**src/rtl/sdram_port_arbiter.sv**
```systemverilog
// Two-port SDRAM command arbiter with an internal auto-refresh scheduler.
// Serialises port/refresh transactions onto the controller and returns data/ack.
module sdram_port_arbiter #(
    parameter int REFRESH_INTERVAL = 780,
    parameter int TIMEOUT          = 255,
    parameter int AW               = 32,
    parameter int DW               = 32
) (
    input  logic          clk,
    input  logic          reset,

    input  logic          req0,
    input  logic          write0,
    input  logic [AW-1:0] addr0,
    input  logic [DW-1:0] wdata0,
    input  logic [1:0]    size0,
    input  logic [3:0]    burst0,
    output logic          ack0,
    output logic [DW-1:0] rdata0,

    input  logic          req1,
    input  logic          write1,
    input  logic [AW-1:0] addr1,
    input  logic [DW-1:0] wdata1,
    input  logic [1:0]    size1,
    input  logic [3:0]    burst1,
    output logic          ack1,
    output logic [DW-1:0] rdata1,

    output logic          ctl_valid,
    output logic          ctl_refresh,
    output logic          ctl_write,
    output logic [AW-1:0] ctl_addr,
    output logic [DW-1:0] ctl_wdata,
    output logic [1:0]    ctl_size,
    output logic [3:0]    ctl_burst,
    input  logic          ctl_ready,
    input  logic [DW-1:0] ctl_rdata,

    output logic [1:0]    grant,
    output logic          busy,
    output logic          timeout_err,
    output logic          ref_overrun
);

    typedef enum logic [1:0] {
        IDLE,
        ISSUE,
        WAIT,
        DONE
    } state_t;

    localparam logic [1:0] G_NONE = 2'b00;
    localparam logic [1:0] G_P0   = 2'b01;
    localparam logic [1:0] G_P1   = 2'b10;
    localparam logic [1:0] G_REF  = 2'b11;

    localparam int RCW = (REFRESH_INTERVAL > 1) ? $clog2(REFRESH_INTERVAL) : 1;
    localparam logic [RCW-1:0] REF_LAST = RCW'(REFRESH_INTERVAL - 1);
    localparam int WDW = (TIMEOUT > 0) ? $clog2(TIMEOUT + 1) : 1;
    localparam logic [WDW-1:0] WD_LIMIT = WDW'(TIMEOUT);

    state_t         state;
    state_t         state_next;
    logic [RCW-1:0] ref_cnt;
    logic           ref_tc;
    logic           ref_pend;
    logic           ref_issue;
    logic           last_grant;     // 0: port 0 served last, 1: port 1 served last
    logic [WDW-1:0] wd_cnt;
    logic [1:0]     pick;
    logic           elig0;
    logic           elig1;

    assign ref_tc = (ref_cnt == REF_LAST);

    always_comb begin
        state_next  = state;
        pick        = G_NONE;
        ack0        = 1'b0;
        ack1        = 1'b0;
        elig0       = 1'b0;
        elig1       = 1'b0;
        ctl_valid   = 1'b0;
        busy        = 1'b0;
        timeout_err = 1'b0;
        ref_issue   = 1'b0;
        ref_overrun = 1'b0;

        ack0        = (state == DONE) && (grant == G_P0);
        ack1        = (state == DONE) && (grant == G_P1);
        elig0       = req0 && !ack0;
        elig1       = req1 && !ack1;
        ctl_valid   = (state == ISSUE);
        busy        = (state != IDLE);
        ref_issue   = (state == ISSUE) && (grant == G_REF);
        // A refresh being issued on the terminal-count cycle is immediately re-armed, not an overrun
        ref_overrun = ref_tc && ref_pend && !ref_issue;

        case (state)
            IDLE: begin
                if (ref_pend) begin
                    pick = G_REF;
                end else if (elig0 && elig1) begin
                    pick = last_grant ? G_P0 : G_P1;
                end else if (elig0) begin
                    pick = G_P0;
                end else if (elig1) begin
                    pick = G_P1;
                end
                if (pick != G_NONE) begin
                    state_next = ISSUE;
                end
            end
            ISSUE: begin
                state_next = WAIT;
            end
            WAIT: begin
                if (ctl_ready) begin
                    state_next = DONE;
                end else if (wd_cnt == WD_LIMIT) begin
                    timeout_err = 1'b1;
                    state_next  = DONE;
                end
            end
            DONE: begin
                state_next = IDLE;
            end
            default: begin
                state_next = IDLE;
            end
        endcase
    end

    always_ff @(posedge clk or negedge reset) begin
        if (!reset) begin
            state       <= IDLE;
            ref_cnt     <= '0;
            ref_pend    <= 1'b0;
            last_grant  <= 1'b1;
            wd_cnt      <= '0;
            grant       <= G_NONE;
            ctl_refresh <= 1'b0;
            ctl_write   <= 1'b0;
            ctl_addr    <= '0;
            ctl_wdata   <= '0;
            ctl_size    <= '0;
            ctl_burst   <= '0;
            rdata0      <= '0;
            rdata1      <= '0;
        end else begin
            state   <= state_next;
            ref_cnt <= ref_tc ? '0 : ref_cnt + 1'b1;

            if (ref_tc) begin
                ref_pend <= 1'b1;
            end else if (ref_issue) begin
                ref_pend <= 1'b0;
            end

            case (state)
                IDLE: begin
                    if (pick != G_NONE) begin
                        grant <= pick;
                        if (pick == G_REF) begin
                            ctl_refresh <= 1'b1;
                            ctl_write   <= 1'b0;
                            ctl_addr    <= '0;
                            ctl_wdata   <= '0;
                            ctl_size    <= '0;
                            ctl_burst   <= '0;
                        end else if (pick == G_P0) begin
                            ctl_refresh <= 1'b0;
                            ctl_write   <= write0;
                            ctl_addr    <= addr0;
                            ctl_wdata   <= wdata0;
                            ctl_size    <= size0;
                            ctl_burst   <= burst0;
                        end else begin
                            ctl_refresh <= 1'b0;
                            ctl_write   <= write1;
                            ctl_addr    <= addr1;
                            ctl_wdata   <= wdata1;
                            ctl_size    <= size1;
                            ctl_burst   <= burst1;
                        end
                    end
                end
                ISSUE: begin
                    wd_cnt <= '0;
                end
                WAIT: begin
                    if (ctl_ready) begin
                        if (!ctl_write && !ctl_refresh) begin
                            if (grant == G_P0) begin
                                rdata0 <= ctl_rdata;
                            end else if (grant == G_P1) begin
                                rdata1 <= ctl_rdata;
                            end
                        end
                    end else if (wd_cnt != WD_LIMIT) begin
                        wd_cnt <= wd_cnt + 1'b1;
                    end
                end
                DONE: begin
                    if (grant == G_P0) begin
                        last_grant <= 1'b0;
                    end else if (grant == G_P1) begin
                        last_grant <= 1'b1;
                    end
                    grant <= G_NONE;
                end
                default: begin
                    grant <= G_NONE;
                end
            endcase
        end
    end

endmodule
```
**config.mk**
```make
export PLATFORM = sky130hd
export DESIGN_NAME = sdram_port_arbiter
export DESIGN_NICKNAME = d
export VERILOG_FILES = /design/src/rtl/sdram_port_arbiter.sv
export SDC_FILE = /design/constraint.sdc
export NUM_CORES = 1
export LEC_CHECK = 0
export CORE_UTILIZATION = 38
export DETAILED_ROUTE_END_ITERATION = 16
export PLACE_DENSITY_LB_ADDON = 0.25
export SLEW_MARGIN = 20
export SYNTH_ARGS = -nofsm -noshare
export SYNTH_HDL_FRONTEND = slang
export SYNTH_SLANG_ARGS = --single-unit
```
**constraint.sdc**
```tcl
create_clock -name clk -period 1.9 [get_ports clk]
set_clock_uncertainty 0.05 [all_clocks]
set_input_delay 0.285 -clock clk [delete_from_list [all_inputs] [get_ports clk]]
set_output_delay 0.285 -clock clk [all_outputs]
set_load 0.005 [all_outputs]
```
# [Word level (Yosys, flattened, before mapping)]
# Index checks and enable logic that the tools add are counted.
[totals] register_bits=160 input_bits=179 output_inout_bits=144 word_cells=97
[classes] add_sub_neg=2 eq_ne=16 muxes=35 n_bitwise=1 n_reduce_logical=29
[op_table] op="2-to-1 mux 32 bit" n=4
[op_table] op="2-to-1 mux 2 bit" n=13
[op_table] op="2-to-1 mux 8 bit" n=2
[op_table] op="case mux 8 bit (2 select lines)" n=1
[op_table] op="nonzero test 2 bit" n=7
[op_table] op="adder 10 x 1 -> 10 bit, second input constant" n=1
[op_table] op="== test 10 bit, second input constant" n=1
[op_table] op="== test 2 bit, second input constant" n=5
[op_table] op="2-to-1 mux 1 bit" n=10
[op_table] op="2-to-1 mux 10 bit" n=1
[op_table] op="logical AND 1 bit" n=9
[op_table] op="adder 8 x 1 -> 8 bit, second input constant" n=1
[op_table] op="== test 8 bit, second input constant" n=1
[op_table] op="2-to-1 mux 4 bit" n=2
[op_table] op="!= test 2 bit, second input constant" n=4
[op_table] op="!= test 8 bit, second input constant" n=1
[op_table] op="case mux 2 bit (4 select lines)" n=1
[op_table] op="AND reduction 2 bit" n=4
[op_table] op="== test 2 x 1 -> 1 bit, second input constant" n=3
[op_table] op="zero test 1 bit" n=5
[op_table] op="AND reduction 5 bit" n=1
[op_table] op="case mux 2 bit (2 select lines)" n=1
[op_table] op="AND reduction 4 bit" n=1
[op_table] op="!= test 3 bit, second input constant" n=1
[op_table] op="3 further kinds" n=3

# [Depth between registers and ports, before layout]
[depth] depth_word=13 ltp_mapped=9 mapped_depth_nobuf=6

# [Worst setup path after synthesis]
# No wires, ideal clock.
[synth_timing] kind="flip-flop to flip-flop" start="register grant[1]" end="register ctl_addr[13]" setup_ns=0.127 t_arrival_ns=1.785 required_ns=1.723 setup_slack_ns=-0.062 stages_incl_launch_ff=8 path_buffers=1 synth_period_minus_slack_ns=1.962 cell_sequence="dfrtp_1 inv_1 ha_1 a21boi_1 a211oi_2 buf_2 a222oi_1 inv_1"
[synth_via] elab_chain_len=13 word_cells_on_any_way=21 classes_between="4 x eq/ne; 8 x mux; 9 x reduce/logical"
[synth_rtl] item="start: declaration" line="40" text="output logic [1:0] grant,"
[synth_rtl] item="start signal: assignment" line="164" text="grant <= pick;"
[synth_rtl] item="== test 2 bit" line="91" text="ack1 = (state == DONE) && (grant == G_P1);"
[synth_rtl] item="logical AND 1 bit" line="91"
[synth_rtl] item="zero test 1 bit" line="93" text="elig1 = req1 && !ack1;"
[synth_rtl] item="logical AND 1 bit" line="93"
[synth_rtl] item="2-to-1 mux 2 bit" line="108" text="end else if (elig1) begin"
[synth_rtl] item="2-to-1 mux 2 bit" line="106" text="end else if (elig0) begin"
[synth_rtl] item="2-to-1 mux 2 bit *" line="104" text="end else if (elig0 && elig1) begin"
[synth_rtl] item="2-to-1 mux 2 bit *" line="102" text="if (ref_pend) begin"
[synth_rtl] item="2-to-1 mux 2 bit * (2 in a row)" line="100" text="case (state)"
[synth_rtl] item="== test 2 x 1 -> 1 bit" line="172" text="end else if (pick == G_P0) begin"
[synth_rtl] item="2-to-1 mux 32 bit" line="172"
[synth_rtl] item="2-to-1 mux 32 bit" line="165" text="if (pick == G_REF) begin"
[synth_rtl] item="end signal: assignment" line="175" text="ctl_addr <= addr0;"
[synth_rtl] item="end signal: assignment" line="182" text="ctl_addr <= addr1;"
[synth_rtl] item="end: declaration" line="33" text="output logic [AW-1:0] ctl_addr,"
# Mark *: on every way between the ends. The rest lies on a longest branch, timed or not. The select of a mux whose other input is x is not followed.
# A chain may end at the register's enable or synchronous reset.

# [Worst setup path in the final report]
[layout_timing] start="register ref_cnt[2]" end="output port ref_overrun"
[layout_via] elab_chain_len=3
[layout_rtl] item="start: declaration" line="65" text="logic [RCW-1:0] ref_cnt;"
[layout_rtl] item="start signal: assignment" line="153" text="ref_cnt <= ref_tc ? '0 : ref_cnt + 1'b1;"
[layout_rtl] item="== test 10 bit" line="75" text="assign ref_tc = (ref_cnt == REF_LAST);"
[layout_rtl] item="logical AND 1 bit (2 in a row)" line="98" text="ref_overrun = ref_tc && ref_pend && !ref_issue;"
[layout_rtl] item="end: declaration" line="43" text="output logic ref_overrun"
# No other way between the ends.

==> results.md <==
- Status: finished with violations
- Violated checks: negative setup slack
- Final core utilization: 73.8%
- Crit path required time: 1.56 ns
- Worst slew margin: 63.3%
- Setup ws final: -0.459 ns
- Hold WS: 0.354 ns
- Clock Sinks: 160
- CP max FO: 2
- First-pass GRT wire length: 38.0 mm
- Top FF cell, synth: dfrtp_1
- CP Capture Type: primary output
- Place WS: -0.528 ns
- CTS tree: done
- Netlist cell types: 55
- PortBufs: 322
- HPWL after detailed placement: 15.8 mm
- Final min period: 2.36 ns
- Cell Rows: 49
- I/O pin count: 323
- Clk_lat worst skew: 0.42 ns
- Area Growth Syn to Fin: 90.7%
- Placed inst area: 0.0110 mm2
- Vias: 6845
- Placed cells: 1166
- Setup TNS: -30.08 ns
- Min-delay worst type: in -> async
- Die Y: 137 um
- Crit path DAT: 2.02 ns
- Worst slew pin tran: 0.550 ns
- Cell area after synthesis: 0.00696 mm2
- Syn Nets: 773
- VDD IR max: 0.777 mV
- Remaining global-route overflow: 0
- Avg Vias per Cell: 5.39
- Root Buffer Master: clkbuf_16
- Total track usage: 27.2%
- CP Cell Sequence: or4_4, or4_4, nor2_4, buf_2
- YS warnings: 0
- Largest net degree at the start of global routing: 52
- Slowest cell on crit path: or4_4
- Final nets: 1218
- Post-synth EDFFs: 0
- CTS buffer count: 17
- Final Hold Fails: 0
- Pwr Density: 1420 mW/mm2
- 1st-pass router iterations: 5
- Full die area: 0.0188 mm2
- FMAX: 424 MHz
- Drt drc: 0
- Tcrit/Tclk final: 124%
- Routed wire per std cell: 21.6 um
- Core ar.: 0.0180 mm2
- Max Slew Vio Count: 0
- Final setup violation count: 148
- Antenna Nets Post-Route: 0
- Unrepaired setup endpoints after global routing: true
- Final cell count without fillers: 1271
- Overall Power: 18.9 mW
- Starting Density: 38.7%
- Post-route cell area: 0.0133 mm2
- Die Width: 137 um
- Max cap viols: 0
- Avg Inst Size Synth: 11.9 um2
- #FFs+latches synth: 160
- Crit path buffers/inverters: 1
- Detailed Route WL: 27.5 mm
- Largest stage delay on the critical path: 0.53 ns
- Initial DRC count: 614
- Maximum buffer depth of the clock tree: 2
- Crit Path Class: reg -> out
- Top cell by count, worst path: or4_4
- Vias in the first global route: 6891
- Seq/Total Area, Yosys: 57.6%
- H-tree depth: 4
- Top delay family on crit path: simple AND/OR/NAND/NOR gates
- GPL Wtd Cong: 0.835
- Startpoint types: flip-flop
- Cell count after synthesis: 585
- Clock transition at the registers of the reported paths: 0.07 ns
- # fillers: 1167
- Leakage: 5.92 nW
- Ant. Diodes: 0
- Layout cells sized above 1: 32.9%
- Asr flop ratio synth: 100%
- Initial antenna violation count: 0
cell type report:
type	count	area (um2)	share of cell area, %
multi-input combinational	332	3140	23.7
clock buffer	19	443	3.34
inverter	54	210	1.58
timing repair buffer	465	5070	38.3
tap	229	287	2.16
clock inverter	12	104	0.783
sequential	160	4010	30.2
worst paths after layout:
check | start | end | slack (ns) | cells after the start
max | ref_cnt[2] | ref_overrun | -0.46 | 4
min | reset | rdata0[4] | 0.35 | 2
max reg2reg | state[0] | ctl_wdata[3] | -0.36 | 12
max in group asynchronous | reset | last_grant | 0.82 | 3
min in group clk | addr0[13] | ctl_addr[13] | 0.42 | 3
min reg2reg | ctl_wdata[19] | ctl_wdata[19] | 0.43 | 2
power breakdown:
| group | switching [mW] | internal (mW) |
|---|---|---|
| Combinational | 3.95 | 5.99 |
| Sequential | 0.869 | 4.82 |
| Clock | 1.50 | 1.74 |
cells in the mapped netlist (2+ instances only):
cell      count  area [um2]
and4_1        2        17.5
inv_1        54         203
nand2b_1      5        31.3
nand3_1       9        45.0
buf_2         9        45.0
mux2_2       64         721
xnor2_1       3        26.3
buf_4         6        45.0
buf_1         4        15.0
o311ai_0      3        26.3
a21oi_1      30         150
nor4_1        3        18.8
xor2_1        3        26.3
o21bai_1      2        15.0
nor2_1        9        33.8
dfrtp_1     159        3980
a222oi_1     45         450
ha_1          9         113
o41ai_1       3        26.3
o31ai_1      26         195
nand2_1      51         191
and2_1        3        18.8
o21ai_0       4        20.0
or4_4         2        22.5
a21boi_0      2        15.0
nor3_1       28         140
buf_6         3        33.8
clkbuf_1     17        63.8
sequential cells by signal, indices dropped and copies added (netlist names):
register,cells
state,2
ctl_wdata,32
ctl_refresh,1
wd_cnt,8
ref_cnt,10
last_grant,1
ctl_write,1
grant,2
rdata1,32
ref_pend,1
rdata0,32
ctl_burst,4
ctl_addr,32
ctl_size,2
cell families (layout without fill, tap and decap cells):
group / count (synthesis) / after routing / synth area share [%]
XOR/XNOR: 6 / 6 / 0.756
adder cells (fa/ha/maj): 9 / 9 / 1.62
flip-flops: 160 / 160 / 57.6
multiplexers: 65 / 65 / 10.5
AND/OR/NAND/NOR: 121 / 121 / 8.42
AO/OA/AOI/OAI: 131 / 131 / 15.3
buffers and inverters: 93 / 550 / 5.83
what timing repair did:
item | CTS | global route
hold buffers | 1 | 0
endpoints found under the hold margin | 46 | 0
gates resized for setup | 143 | 85
pin swaps | 71 | 52
cloned | 18 | 4
buffers inserted | 44 | 22
endpoints found under the setup margin | 73 | 154
placed cells by master, fill, tap and decap left out, types with 3 or more instances in the layout:
cell type / n
or4_4: 3
clkbuf_16: 20
dfrtp_1: 158
clkdlybuf4s50_1: 313
buf_12: 22
o31ai_1: 9
clkinvlp_4: 4
xnor2_1: 3
mux2_2: 63
xor2_1: 3
buf_8: 6
nor3_1: 12
inv_4: 3
nor3_2: 13
inv_1: 49
nand2_1: 46
inv_8: 3
a222oi_1: 45
o31ai_2: 16
nand2_4: 3
nor4_1: 3
buf_6: 43
a21oi_2: 10
a21oi_1: 8
nand3_1: 9
nor2_1: 7
nand2b_1: 4
nor3_4: 3
a21oi_4: 13
buf_16: 12
buf_4: 59
ha_4: 5
routing by layer:
metal  vias up  global-route usage, %  part of all wire, %
li1       3044                      -                    -
met1      3431                   31.4                   37
met2       325                   48.2                   54
met3        45                   6.07                  6.4
met4         0                   11.6                  2.3
met5         -                      0                    0
No activity file was read; power rests on OpenSTA's default activity.
==> RTL edit 1: new RTL, config.mk and constraints unchanged <==
Register the output `ref_overrun`, cleared by the reset; this adds one clock of latency there. The other outputs are not delayed to match.
--- a/src/rtl/sdram_port_arbiter.sv
+++ b/src/rtl/sdram_port_arbiter.sv
@@ -59,6 +59,8 @@
     localparam logic [RCW-1:0] REF_LAST = RCW'(REFRESH_INTERVAL - 1);
     localparam int WDW = (TIMEOUT > 0) ? $clog2(TIMEOUT + 1) : 1;
     localparam logic [WDW-1:0] WD_LIMIT = WDW'(TIMEOUT);
+
+    logic ref_overrun_d;
 
     state_t         state;
     state_t         state_next;
@@ -85,7 +87,7 @@
         busy        = 1'b0;
         timeout_err = 1'b0;
         ref_issue   = 1'b0;
-        ref_overrun = 1'b0;
+        ref_overrun_d = 1'b0;
 
         ack0        = (state == DONE) && (grant == G_P0);
         ack1        = (state == DONE) && (grant == G_P1);
@@ -95,7 +97,7 @@
         busy        = (state != IDLE);
         ref_issue   = (state == ISSUE) && (grant == G_REF);
         // A refresh being issued on the terminal-count cycle is immediately re-armed, not an overrun
-        ref_overrun = ref_tc && ref_pend && !ref_issue;
+        ref_overrun_d = ref_tc && ref_pend && !ref_issue;
 
         case (state)
             IDLE: begin
@@ -217,4 +219,12 @@
         end
     end
 
+    always_ff @(posedge clk or negedge reset) begin
+        if (!reset) begin
+            ref_overrun <= '0;
+        end else begin
+            ref_overrun <= ref_overrun_d;
+        end
+    end
+
 endmodule
Formal check against the unedited RTL: same outputs for any inputs over 4 cycles, from zero or initial values and one cycle with reset low; that may be too few to reach the edited logic, so the function may still have changed.
==> RTL edit 1 against the original RTL <==
- cell area shrank 12%
- register-to-register slack gained 0.31 ns
- cell count shrank 6.9%
- die area shrank 1.5%
- critical path depth grew 3
- critical endpoint is now ctl_addr[29]$_DFFE_PN0P_
- core utilization shrank 6.9 points
- largest power group unchanged
- first-iteration DRC count shrank 43%
- synthesized area shrank 1.5%
- worst setup slack gained 0.41 ns
- routed wire length shrank 22%
- power shrank 9.7%
- the run still ends with negative setup slack left
- global-route usage shrank 4.2 points
- sequential cell count grew 1
==> RTL edit 1: results (changes against the original RTL) <==
| Metric | Value |
|---|---|
| Maximum level of the CTS H-tree | `4 (unchanged)` |
| Min-Delay Path Class | `in2async (unchanged)` |
| Via/cell ratio | `5.19 (was 5.39)` |
| Final setup margin | `-0.0469 ns (was -0.459 ns)` |
| Max VDD drop | `0.738 mV (was 0.777 mV)` |
| Nets | `1133 (was 1218)` |
| Final setup fails | `52 (was 148)` |
| Root buf cell | `clkbuf_16 (unchanged)` |
| Synth top area cells | `dfrtp_1 58%, mux2_2 11%, a222oi_1 7.2%, inv_1 3.1%, o31ai_1 2.7% (was dfrtp_1 57%, mux2_2 10%, a222oi_1 6.5%, inv_1 2.9%, o31ai_1 2.8%)` |
| Critical path fanouts, max | `27 (was 2)` |
| First-pass iteration count of the detailed router | `6 (was 5)` |
| Most frequent cells after synthesis | `160 x dfrtp_1, 65 x mux2_2, 57 x inv_1, 49 x a222oi_1, 39 x nand2_1 (was 159 x dfrtp_1, 64 x mux2_2, 54 x inv_1, 51 x nand2_1, 45 x a222oi_1)` |
| Register area share after synthesis | `58.8% (was 57.6%)` |
| Clock-pin slew on the worst setup and hold paths | `0.07 ns (about the same)` |
| Vias in the first global route | `6218 (was 6891)` |
| Switching power | `5440 uW (was 6320 uW)` |
| GRT Resource Usage Total | `23.0% (was 27.2%)` |
| Initial DRC Count | `347 (was 614)` |
| Clock share of power | `19.2% (was 17.1%)` |
| First-pass GRT wire length | `32.5 mm (was 38.0 mm)` |
| Pin count of the biggest net entering global routing | `46 (was 52)` |
| Pleak | `0.00529 uW (was 0.00592 uW)` |
| Synth cell types | `45 (was 55)` |
| Final GP Congestion | `0.831 (was 0.835)` |
| DP HPWL | `15.3 mm (was 15.8 mm)` |
| Syn_nets | `752 (was 773)` |
| Layout cells sized above 1 | `21.7% (was 32.9%)` |
| Wirelength per Cell | `18.1 um (was 21.6 um)` |
| Status | `finished, violations left (unchanged)` |
| Later-pin clock latency in the skew report | `0.42 ns (about the same)` |
| Total CTS buffers | `17 (unchanged)` |
| Dpl ws | `-0.142 ns (was -0.528 ns)` |
| Failing checks | `negative setup slack (unchanged)` |
| Area after DPL | `10800 um2 (was 11000 um2)` |
| Ys flop type | `dfrtp_1 (unchanged)` |
| Antenna cells | `0 (unchanged)` |
| Logic gate share of total power | `47.1% (was 52.7%)` |
| Slew margin rel. | `58.0% (was 63.3%)` |
-- RTL edit 1: cell count changes in the layout (fill, tap and decap cells not counted), sizes merged, moves of 5 or more --
cell	delta
clkbuf	-6
nand3	-5
nand2	-12
o21ai	+5
inv	+8
buf	-65
-- RTL edit 1: final timing paths --
| check | from | endpoint | slack [ns] | cells past startpoint |
|---|---|---|---|---|
| min in group clk | ref_cnt[0]$_DFF_PN0_ | ref_cnt[0]$_DFF_PN0_ | 0.40 | 1 |
| worst max register to register | state[1]$_DFFE_PN0P_ | ctl_addr[29]$_DFFE_PN0P_ | -0.05 | 7 |
| worst min-delay path | reset | rdata0[5]$_DFFE_PN0P_ | 0.32 | 2 |
| worst max-delay path | state[1]$_DFFE_PN0P_ | ctl_addr[29]$_DFFE_PN0P_ | -0.05 | 7 |
| max in group asynchronous | reset | ctl_wdata[8]$_DFFE_PN0P_ | 0.92 | 3 |
| worst min register to register | ref_cnt[0]$_DFF_PN0_ | ref_cnt[0]$_DFF_PN0_ | 0.40 | 1 |
-- RTL edit 1: logic make-up after synthesis --
kind of cell | Yosys count | share of synthesized area (%)
xor+xnor | 7 | 0.895
compound gates | 124 | 14.6
simple gates | 105 | 7.54
flops | 161 | 58.8
mux | 66 | 10.8
buf+inv | 92 | 5.66
fa+ha+maj | 9 | 1.64
-- RTL edit 1: layer usage --
layer	vias up	wire (um)	track usage, %
li1	2845	-	-
met4	0	603	9.57
met3	40	1660	6.64
met1	3004	8580	27.9
met5	-	0	0
met2	255	10500	37.9
-- RTL edit 1: through the flow --
| step | hold WS, ns | TNS (ns) | util (%) | cells |
|---|---|---|---|---|
| 2_1_floorplan | -0.0606 | -0.555 | - | 564 |
| 3_3_place_gp | 0.214 | -4.84 | 62.1 | 1138 |
| 3_5_place_dp | 0.217 | -7.05 | 62.1 | 1138 |
| 4_1_cts | 0.329 | -0.714 | 66.2 | 1176 |
| 5_1_grt | 0.359 | -7.90 | 66.9 | 1183 |
| 6_report | 0.322 | -1.17 | 66.9 | 1183 |
-- RTL edit 1: critical path: stages, from the launching register on --
cell	delay (ns)
dfrtp_1	0.42
buf_6	0.14
ha_4	0.18
a21bo_4	0.23
o211a_4	0.25
buf_12	0.17
a222oi_1	0.31
inv_1	0.07
-- RTL edit 1: layout make-up --
type                       count  area, um2
fill                        1303       5780
sequential                   161       4030
timing repair buffer         397       4020
multi-input combinational    311       2580
clock buffer                  17        425
tap                          225        282
inverter                      57        219
clock inverter                15        139
-- RTL edit 1: timing repair --
action                                 4_1_cts  5_1_grt
pin swaps                                   16       30
hold buffers                                 1        0
gates cloned                                 1        0
endpoints found under the hold margin       39        0
resized for setup                           49       19
setup buffers                                5        7
setup endpoints to repair                   70      101
==> RTL edit 2: new RTL, config.mk and constraints unchanged <==
Made on the original files. Change the parameter `AW` from 32 to 64.
--- a/src/rtl/sdram_port_arbiter.sv
+++ b/src/rtl/sdram_port_arbiter.sv
@@ -3,7 +3,7 @@
 module sdram_port_arbiter #(
     parameter int REFRESH_INTERVAL = 780,
     parameter int TIMEOUT          = 255,
-    parameter int AW               = 32,
+    parameter int AW               = 64,
     parameter int DW               = 32
 ) (
     input  logic          clk,
Ports: changed (resized addr0, addr1 and ctl_addr); port bits go from 323 to 419. No check against the original RTL was run, so the function may have changed too.
==> RTL edit 2 against the original RTL <==
- the flow still finishes with violations (negative setup slack)
- worst setup slack better by 0.11 ns
- via count rose by 22%
- non-clock buffer count increased by 83
- routed wire length rose by 27%
- first-iteration DRC count rose by 5.4%
- sequential cell count up 32
- cell area grew 17%
- combinational power rose by 19%
- worst hold slack got worse by 0.047 ns
- synthesized area increased by 20%
- power increased by 18%
- critical path type unchanged
- largest cell class unchanged
==> RTL edit 2: results (changes against the original RTL) <==
| Metric | Value |
|---|---|
| Most frequent cells after synthesis | `191 x dfrtp_1, 78 x inv_1, 67 x a222oi_1, 65 x mux2_2, 57 x nand2_1 (was 159 x dfrtp_1, 64 x mux2_2, 54 x inv_1, 51 x nand2_1, 45 x a222oi_1)` |
| Setup Total Neg Slack | `-18.35 ns (was -30.08 ns)` |
| Pleak | `0.00696 uW (was 0.00592 uW)` |
| Signal buffers share of area | `38.4% (was 38.3%)` |
| Yosys top cell area share | `57.4% (was 57.2%)` |
| Multi-input logic area | `3530 um2 (was 3140 um2)` |
| Syn_nets | `967 (was 773)` |
| First-pass GRT wire length | `49.7 mm (was 38.0 mm)` |
| Later-pin clock latency in the skew report | `0.44 ns (was 0.42 ns)` |
| Failing checks | `negative setup slack (unchanged)` |
| First-pass iteration count of the detailed router | `6 (was 5)` |
| Via/cell ratio | `5.50 (was 5.39)` |
| PostCTS Resize Cnt | `112 (was 143)` |
| Met2 wire len | `18.0 mm (was 14.8 mm)` |
| Antenna cells | `1 (was 0)` |
| Clock-cell share of area | `3.88% (was 4.12%)` |
| Arr. time, crit path | `1.91 ns (was 2.02 ns)` |
| Synth Area in Compound Gates | `16.8% (was 15.3%)` |
| Fraction of area in registers | `30.9% (was 30.2%)` |
| Met1 Use GR | `34.8% (was 31.4%)` |
| GRT Resource Usage Total | `30.0% (was 27.2%)` |
| Final setup fails | `107 (was 148)` |
| Sw Share | `34.5% (was 33.5%)` |
| Final GP Congestion | `0.826 (was 0.835)` |
| Final setup margin | `-0.349 ns (was -0.459 ns)` |
| Wire length on met3 | `2.92 mm (was 1.77 mm)` |
| Mapped Cells | `715 (was 585)` |
| Clock share of power | `16.3% (was 17.1%)` |
| Register area share after synthesis | `57.7% (was 57.6%)` |
| Initial DRC Count | `647 (was 614)` |
| Post-Synth XOR/XNOR Area | `0.526% (was 0.756%)` |
| Vias in the first global route | `8542 (was 6891)` |
| Layout cells sized above 1 | `25.5% (was 32.9%)` |
| M2 GR Usage | `52.0% (was 48.2%)` |
| Max VDD drop | `0.673 mV (was 0.777 mV)` |
| Dpl ws | `-0.309 ns (was -0.528 ns)` |
| Wirelength per Cell | `23.0 um (was 21.6 um)` |
| Final-layout clock buffer total | `17 (was 19)` |
| Signal inverters | `78 (was 54)` |
| Seq pwr | `6930 uW (was 5690 uW)` |
| Final Power | `22300 uW (was 18900 uW)` |
| Placed Instances | `1419 (was 1166)` |
| # Post-CTS Setup Buffers | `38 (was 44)` |
| Status | `finished, violations left (unchanged)` |
| Crit. Startpoint | `ref_cnt[7]$_DFF_PN0_ (was ref_cnt[2]$_DFF_PN0_)` |
| Nets | `1481 (was 1218)` |
| Sequential cell count | `192 (was 160)` |
-- RTL edit 2: changes by cell type in the layout (fill, tap and decap cells not counted), moves of 8 or more --
cell / unedited run / this run
dfrtp_1: 158 / 191
clkdlybuf4s50_1: 313 / 409
a21oi_2: 10 / 0
a222oi_1: 45 / 67
buf_6: 43 / 25
nor3_4: 3 / 23
inv_1: 49 / 74
nand2_1: 46 / 54
a21oi_1: 8 / 42
a21oi_4: 13 / 1
o31ai_1: 9 / 17
nor3_1: 12 / 3
-- RTL edit 2: worst paths after layout --
check	end	slack (ns)	depth (start not counted)
max	ref_overrun	-0.35	4
max reg2reg	ctl_wdata[22]$_DFFE_PN0P_	-0.26	11
min reg2reg	ctl_burst[2]$_DFFE_PN0P_	0.43	2
min	ctl_addr[62]$_DFFE_PN0P_	0.31	2
min in group clk	ctl_addr[46]$_DFFE_PN0P_	0.41	3
max in group asynchronous	ctl_wdata[0]$_DFFE_PN0P_	0.81	3
